**src/rtl/param_updown_counter.sv**
```systemverilog
// Parametrised up/down counter with wrap/saturate modes, constant or external load,
// and a registered terminal-count flag raised on the cycle after a boundary event.
module param_updown_counter #(
  parameter int              WIDTH      = 4,
  parameter longint unsigned LOAD_CONST = 64'd6,
  parameter longint unsigned MAX_COUNT  = (64'd1 << WIDTH) - 64'd1
) (
  input  logic             clk,
  input  logic             rst,
  input  logic             en,
  input  logic             load,
  input  logic             load_sel,
  input  logic [WIDTH-1:0] load_data,
  input  logic             up_down,
  input  logic             sat_mode,
  output logic [WIDTH-1:0] counter,
  output logic             tc
);

  // Reject configurations whose count range cannot be represented.
  if (WIDTH < 2 || WIDTH > 32) begin : g_bad_width
    $error("param_updown_counter: WIDTH must be in 2..32");
  end
  if (MAX_COUNT < 64'd1 || MAX_COUNT > ((64'd1 << WIDTH) - 64'd1)) begin : g_bad_max
    $error("param_updown_counter: MAX_COUNT must be in 1..2**WIDTH-1");
  end
  if (LOAD_CONST > MAX_COUNT) begin : g_bad_load
    $error("param_updown_counter: LOAD_CONST must not exceed MAX_COUNT");
  end

  localparam logic [WIDTH-1:0] MAX_C  = MAX_COUNT[WIDTH-1:0];
  localparam logic [WIDTH-1:0] LOAD_C = LOAD_CONST[WIDTH-1:0];
  localparam logic [WIDTH-1:0] ZERO_C = {WIDTH{1'b0}};
  localparam logic [WIDTH-1:0] ONE_C  = {{(WIDTH-1){1'b0}}, 1'b1};

  logic [WIDTH-1:0] counter_r;
  logic             tc_r;
  logic [WIDTH-1:0] next_cnt_s;
  logic             next_tc_s;

  // Next-state selection: load beats count; boundaries are compared explicitly
  // so a non-power-of-two MAX_COUNT never relies on natural overflow.
  always_comb begin
    next_cnt_s = counter_r;
    next_tc_s  = 1'b0;
    if (load) begin
      if (load_sel) begin
        if (load_data > MAX_C) begin
          next_cnt_s = MAX_C;
        end else begin
          next_cnt_s = load_data;
        end
      end else begin
        next_cnt_s = LOAD_C;
      end
    end else if (en) begin
      if (up_down) begin
        if (counter_r == MAX_C) begin
          next_tc_s  = 1'b1;
          next_cnt_s = sat_mode ? MAX_C : ZERO_C;
        end else begin
          next_cnt_s = counter_r + ONE_C;
        end
      end else begin
        if (counter_r == ZERO_C) begin
          next_tc_s  = 1'b1;
          next_cnt_s = sat_mode ? ZERO_C : MAX_C;
        end else begin
          next_cnt_s = counter_r - ONE_C;
        end
      end
    end else begin
      next_cnt_s = counter_r;
      next_tc_s  = 1'b0;
    end
  end

  // State register with synchronous reset overriding load and count.
  always_ff @(posedge clk) begin
    if (rst) begin
      counter_r <= ZERO_C;
      tc_r      <= 1'b0;
    end else begin
      counter_r <= next_cnt_s;
      tc_r      <= next_tc_s;
    end
  end

  assign counter = counter_r;
  assign tc      = tc_r;

endmodule
```
**config.mk**
```make
export PLATFORM = sky130hd
export DESIGN_NAME = param_updown_counter
export DESIGN_NICKNAME = d
export VERILOG_FILES = /design/src/rtl/param_updown_counter.sv
export SDC_FILE = /design/constraint.sdc
export NUM_CORES = 1
export LEC_CHECK = 0
export BUFFER_PORTS_ARGS = -buffer_cell sky130_fd_sc_hd__buf_4
export CAP_MARGIN = 20
export CORE_AREA = 4 4 41 43
export DETAILED_ROUTE_END_ITERATION = 16
export DIE_AREA = 0 0 45 47
export PLACE_DENSITY_LB_ADDON = 0.12
export SLEW_MARGIN = 40
export SYNTH_ARGS = -nofsm -noshare
export SYNTH_HDL_FRONTEND = slang
export SYNTH_SLANG_ARGS = --single-unit
```
**constraint.sdc**
```tcl
create_clock -name clk -period 4.8 [get_ports clk]
set_input_delay 0.48 -clock clk [delete_from_list [all_inputs] [get_ports clk]]
set_output_delay 0.48 -clock clk [all_outputs]
set_load 0.005 [all_outputs]
```
==> impl_metrics.yaml, run 1 <==
global_route:
  grt_pass1_vias: 436
  grt_usage: 0.1152
  grt_pass1_wl_um: 1766
  grt_overflow: 0
  grt_max_degree: 14
  grt_antenna_before_repair: 0
cells_and_area:
  fill_cells: 151
  fin_cells: 88
  ff_latch_area_um2: 100.1
  antennaDiodeCount: 0
  num-nets-final: 87
  area_growth_pct: 29.89
  multi_input_area_um2: 329.1
  layout-drive-gt1-share: 0.2740
yosys:
  netlist_area_um2: 460.4
  async_reset_ff_frac: 0
  synth_common_cells: "dfxtp_1 (5), a211oi_1 (4), nand2_1 (4), nand2b_1 (4), nor2_1 (4)"
  synth_top_cell_area_share: 0.2174
  yosysTopAreaCell: "dfxtp_1"
  yosysWarnings: 0
  synth-edff-count: 0
  yosysMostFrequentCell: "dfxtp_1"
  synth.area.top_cells: "dfxtp_1 (22%), a211oi_1 (6.5%), ha_1 (5.4%)"
  synth-main-ff-cell: "dfxtp_1"
  seq_area_frac_synth: 0.2174
  synth-seq-cells: 5
  synth_nets: 70
  ys_types: 29
  avgSynthCellArea_um2: 8.078
  syn_inst: 57
detailed_routing:
  avgViaCountPerCell: 5.443
  drtAntennaViolNets: 0
  via_count: 479
  wl_um: 1116
  wl_per_cell_um: 12.68
  drc: 0
  drt-pass1-iter-count: 4
  drt_iter0_markers: 14
setup_path:
  endpoint_kind: "flip-flop"
  cp.required_ps: 4940
  arrival_ps: 1910
  cp-start-kind: "flip-flop"
  path_class: "reg2reg"
  crit_fanout: 7
clock_network:
  cts.clk_slew.worst_paths_ps: 40
  postCtsResizedCells: 0
  clk_latency_ps: 240
  cts.sinks: 5
  cts_max_level: 1
  cts_tree: "yes"
  cts_root_buf: "clkbuf_4"
  postCtsHoldBufs: 0
  cts_setup_buffers: 0
  numCtsBuffers: 3
  clock_path_buffers: 2
placed_design:
  dp.cells: 84
  gp_congestion: 0.7844
  port_buffers: 15
  dpl_worst_slack_ps: 3029
floorplanning:
  core_um2: 1301
  die_w_um: 45
  rows: 13
  dieArea_um2: 2115
  pin_count: 16
  start_util: 0.3538
  dieHeight_um: 47
hold_path:
  min_path_type: "in2reg"
timing:
  tns_ps: 0
  drv_slew: 0
  fmax_mhz: 563.4
  max-slew-margin-rel: 0.7449
  timing.final.ws_setup_ps: 3025
  rsz0062_at_grt: "no"
  skew_ps: 1.836
  fin_crit_ps: 1775
  fin_crit_sh: 0.3698
  setup_viol_count_final: 0
  hold_viol_final: 0
  hold_slack_ps: 457.2
  tightest_slew_ps: 382.1
outcome:
  outcome: "finished, final reports clean"
run:
  cap_violations: 0
power:
  leakage_nw: 0.2567
  p_per_area_nw_per_um2: 239.9
  ir_drop_mv: 0.07982
per-layer routing:
metal  routed length (um)  global-route usage  vias to the layer above
li1                     -                   -                      249
met1                  540              0.1474                      217
met2                  500              0.1836                       11
met3                   63             0.02682                        2
met4                   11             0.05263                        0
met5                    0                   0                        -
worst paths after layout:
kind,from,endpoint,slack (ps),cells past startpoint
worst max-delay path,counter[0],counter[0],3020,6
worst min-delay path,rst,counter[0],460,2
worst max register to register,counter[0],counter[0],3020,6
worst min register to register,counter[2],tc,720,2
flip-flops by register name, indices dropped and copies added, names as in the netlist:
register and flops:
tc 1, counter 4
worst max-delay path: stages, from the launching register on:
cell       delay, ps
dfxtp_1          360
inv_1            100
ha_1             230
or4b_4           490
mux2i_1          140
nor2_1            80
a2111oi_2        280
stage by stage:
stage / instance area [um2] / utilization / power (mW)
4_1_cts: 598.1 / 0.4596 / 0.1467
6_report: 598.1 / 0.4596 / 0.1435
2_1_floorplan: 460.4 / - / 0.07851
5_1_grt: 598.1 / 0.4596 / 0.1557
3_3_place_gp: 571.8 / 0.4394 / 0.09678
3_5_place_dp: 571.8 / 0.4394 / 0.09621
placed cells by master, fill, tap and decap left out, types with 2 or more instances in the layout:
cell type  Yosys  layout
or4b_1         2       2
dfxtp_1        5       5
a21oi_1        2       2
nand2b_1       4       4
mux2i_1        2       2
nand3_1        2       2
inv_1          3       3
buf_4          0      15
ha_1           2       2
a21boi_0       3       3
clkbuf_4       0       3
o211a_1        2       2
nor3_1         3       3
nand2_1        4       4
a211oi_1       4       4
nor2_1         4       4
cell families after synthesis:
| kind of cell | count (synthesis) | synth area share |
|---|---|---|
| buf+inv | 6 | 0.06791 |
| simple gates | 25 | 0.3234 |
| compound gates | 17 | 0.2935 |
| fa+ha+maj | 2 | 0.05434 |
| flops | 5 | 0.2174 |
| mux | 2 | 0.04348 |
layout make-up:
cell class                      count  share of cell area
Multi-Input combinational cell     46              0.5502
Clock buffer                        4             0.04393
Sequential cell                     5              0.1674
Tap cell                           15             0.03138
Inverter                            3             0.01883
Timing Repair Buffer               15              0.1883
power by group:
group / internal [mW] / switching [mW] / leakage, nW
registers: 0.0449 / 0.00742 / 0.0414
clock network: 0.0314 / 0.0167 / 0.0150
logic: 0.0239 / 0.0192 / 0.200
total: 0.100 / 0.0433 / 0.257
Power figures use the tool's default switching activity.
==> inputs of run 2 (changes only) <==
clock period = 1.65 ns   (was 4.8 ns; I/O delays follow)
==> impl_metrics.yaml, run 2 (synthesized netlist as in run 1, its figures left out) <==
setup_path:
  endpoint_kind: "flip-flop"
  path_class: "reg2reg"
  arrival_ps: 1720
  cp.required_ps: 1760
  cp-start-kind: "flip-flop"
  ff2ff_path_depth: 5
  crit_fanout: 6
detailed_routing:
  wl_per_cell_um: 13.23
  drc: 0
  via_count: 501
  avgViaCountPerCell: 5.330
  drt-pass1-iter-count: 4
  wl_um: 1244
  drtAntennaViolNets: 0
  drt_iter0_markers: 8
placed_design:
  port_buffers: 15
  dpl_worst_slack_ps: 20.95
  dpl.hpwl_um: 951.7
  dp.cells: 89
  gp_congestion: 0.8240
  dpl_cell_area_um2: 613.1
clock_network:
  numCtsBuffers: 3
  postCtsHoldBufs: 0
  cts.sinks: 5
  cts_root_buf: "clkbuf_4"
  cts.clk_slew.worst_paths_ps: 40
  cts_max_level: 1
  clock_path_buffers: 2
  clk_latency_ps: 240
  cts_tree: "yes"
cells_and_area:
  final_common_cell: "buf_4"
  num-nets-final: 93
  antennaDiodeCount: 0
  final_area_um2: 663.1
  area_growth_pct: 44.02
  layout-drive-gt1-share: 0.3797
  fin_cells: 94
  largest_reg_flops: 4
  fill_cells: 139
timing:
  tns_ps: 0
  tightest_slew_ps: 336.6
  hold_viol_final: 0
  drv_slew: 0
  fmax_mhz: 621.6
  max-slew-margin-rel: 0.7725
  setup_viol_count_final: 0
  hold_slack_ps: 132.7
  skew_ps: 2.624
  fin_crit_ps: 1609
  rsz0062_at_grt: "yes"
  timing.final.ws_setup_ps: 41.15
  fin_crit_sh: 0.9751
power:
  ir_drop_mv: 0.3255
  leakage_nw: 0.2885
  p_per_area_nw_per_um2: 684.3
global_route:
  grt_overflow: 0
  grt_pass1_vias: 449
  grt_pass1_wl_um: 1890
  grt_antenna_before_repair: 0
  grt_usage: 0.1232
  grt_max_degree: 11
floorplanning:
  core_um2: 1301
  dieArea_um2: 2115
  pin_count: 16
  die_w_um: 45
  start_util: 0.3538
  dieHeight_um: 47
  rows: 13
hold_path:
  worstHoldPathCells: 2
  min_path_type: "in2reg"
outcome:
  outcome: "finished, final reports clean"
run:
  cap_violations: 0
[run 2: area by class of cell]
class,instances,area [um2],area share
Timing Repair Buffer,21,157.7,0.2377
Inverter,3,11.26,0.01698
Tap cell,15,18.77,0.02830
Multi-Input combinational cell,46,347.8,0.5245
Sequential cell,5,101.3,0.1528
Clock buffer,4,26.28,0.03962
[run 2: through the flow]
step,utilization,total power [mW]
2_1_floorplan,-,0.2300
3_3_place_gp,0.4712,0.2996
3_5_place_dp,0.4712,0.2995
4_1_cts,0.4913,0.4443
5_1_grt,0.5096,0.4908
6_report,0.5096,0.4538
[run 2: power breakdown]
| part | total (mW) | switching [mW] | internal (mW) |
|---|---|---|---|
| combinational | 0.173 | 0.0809 | 0.0925 |
| sequential | 0.139 | 0.00760 | 0.131 |
| clock | 0.142 | 0.0503 | 0.0914 |
| total | 0.454 | 0.139 | 0.315 |
[run 2: worst max-delay path, cell delays in order, from the launching register on]
cell and delay, ps:
dfxtp_2 310, buf_4 150, or4b_1 520, o31a_1 130, a311oi_2 270, nor3_1 90
[run 2: path summary, 6_finish.rpt]
check / startpoint / end / slack, ps
setup / recovery: counter[0] / counter[3] / 40
hold reg to reg: counter[0] / counter[0] / 550
setup reg to reg: counter[0] / counter[3] / 40
hold / removal: rst / counter[0] / 130
[run 2: timing repair]
| item | CTS | global route |
|---|---|---|
| hold endpoints to repair | 0 | 0 |
| endpoints found under the setup margin | 0 | 3 |
| gates resized for setup | 0 | 3 |
| setup buffers | 0 | 1 |
[run 2: per-layer routing]
layer  vias up  GRT usage  wire length [um]
met3         2    0.04981                78
li1        260          -                 -
met2        15     0.1864               559
met5         -          0                 0
met1       224     0.1614               596
met4         0    0.03509                 8
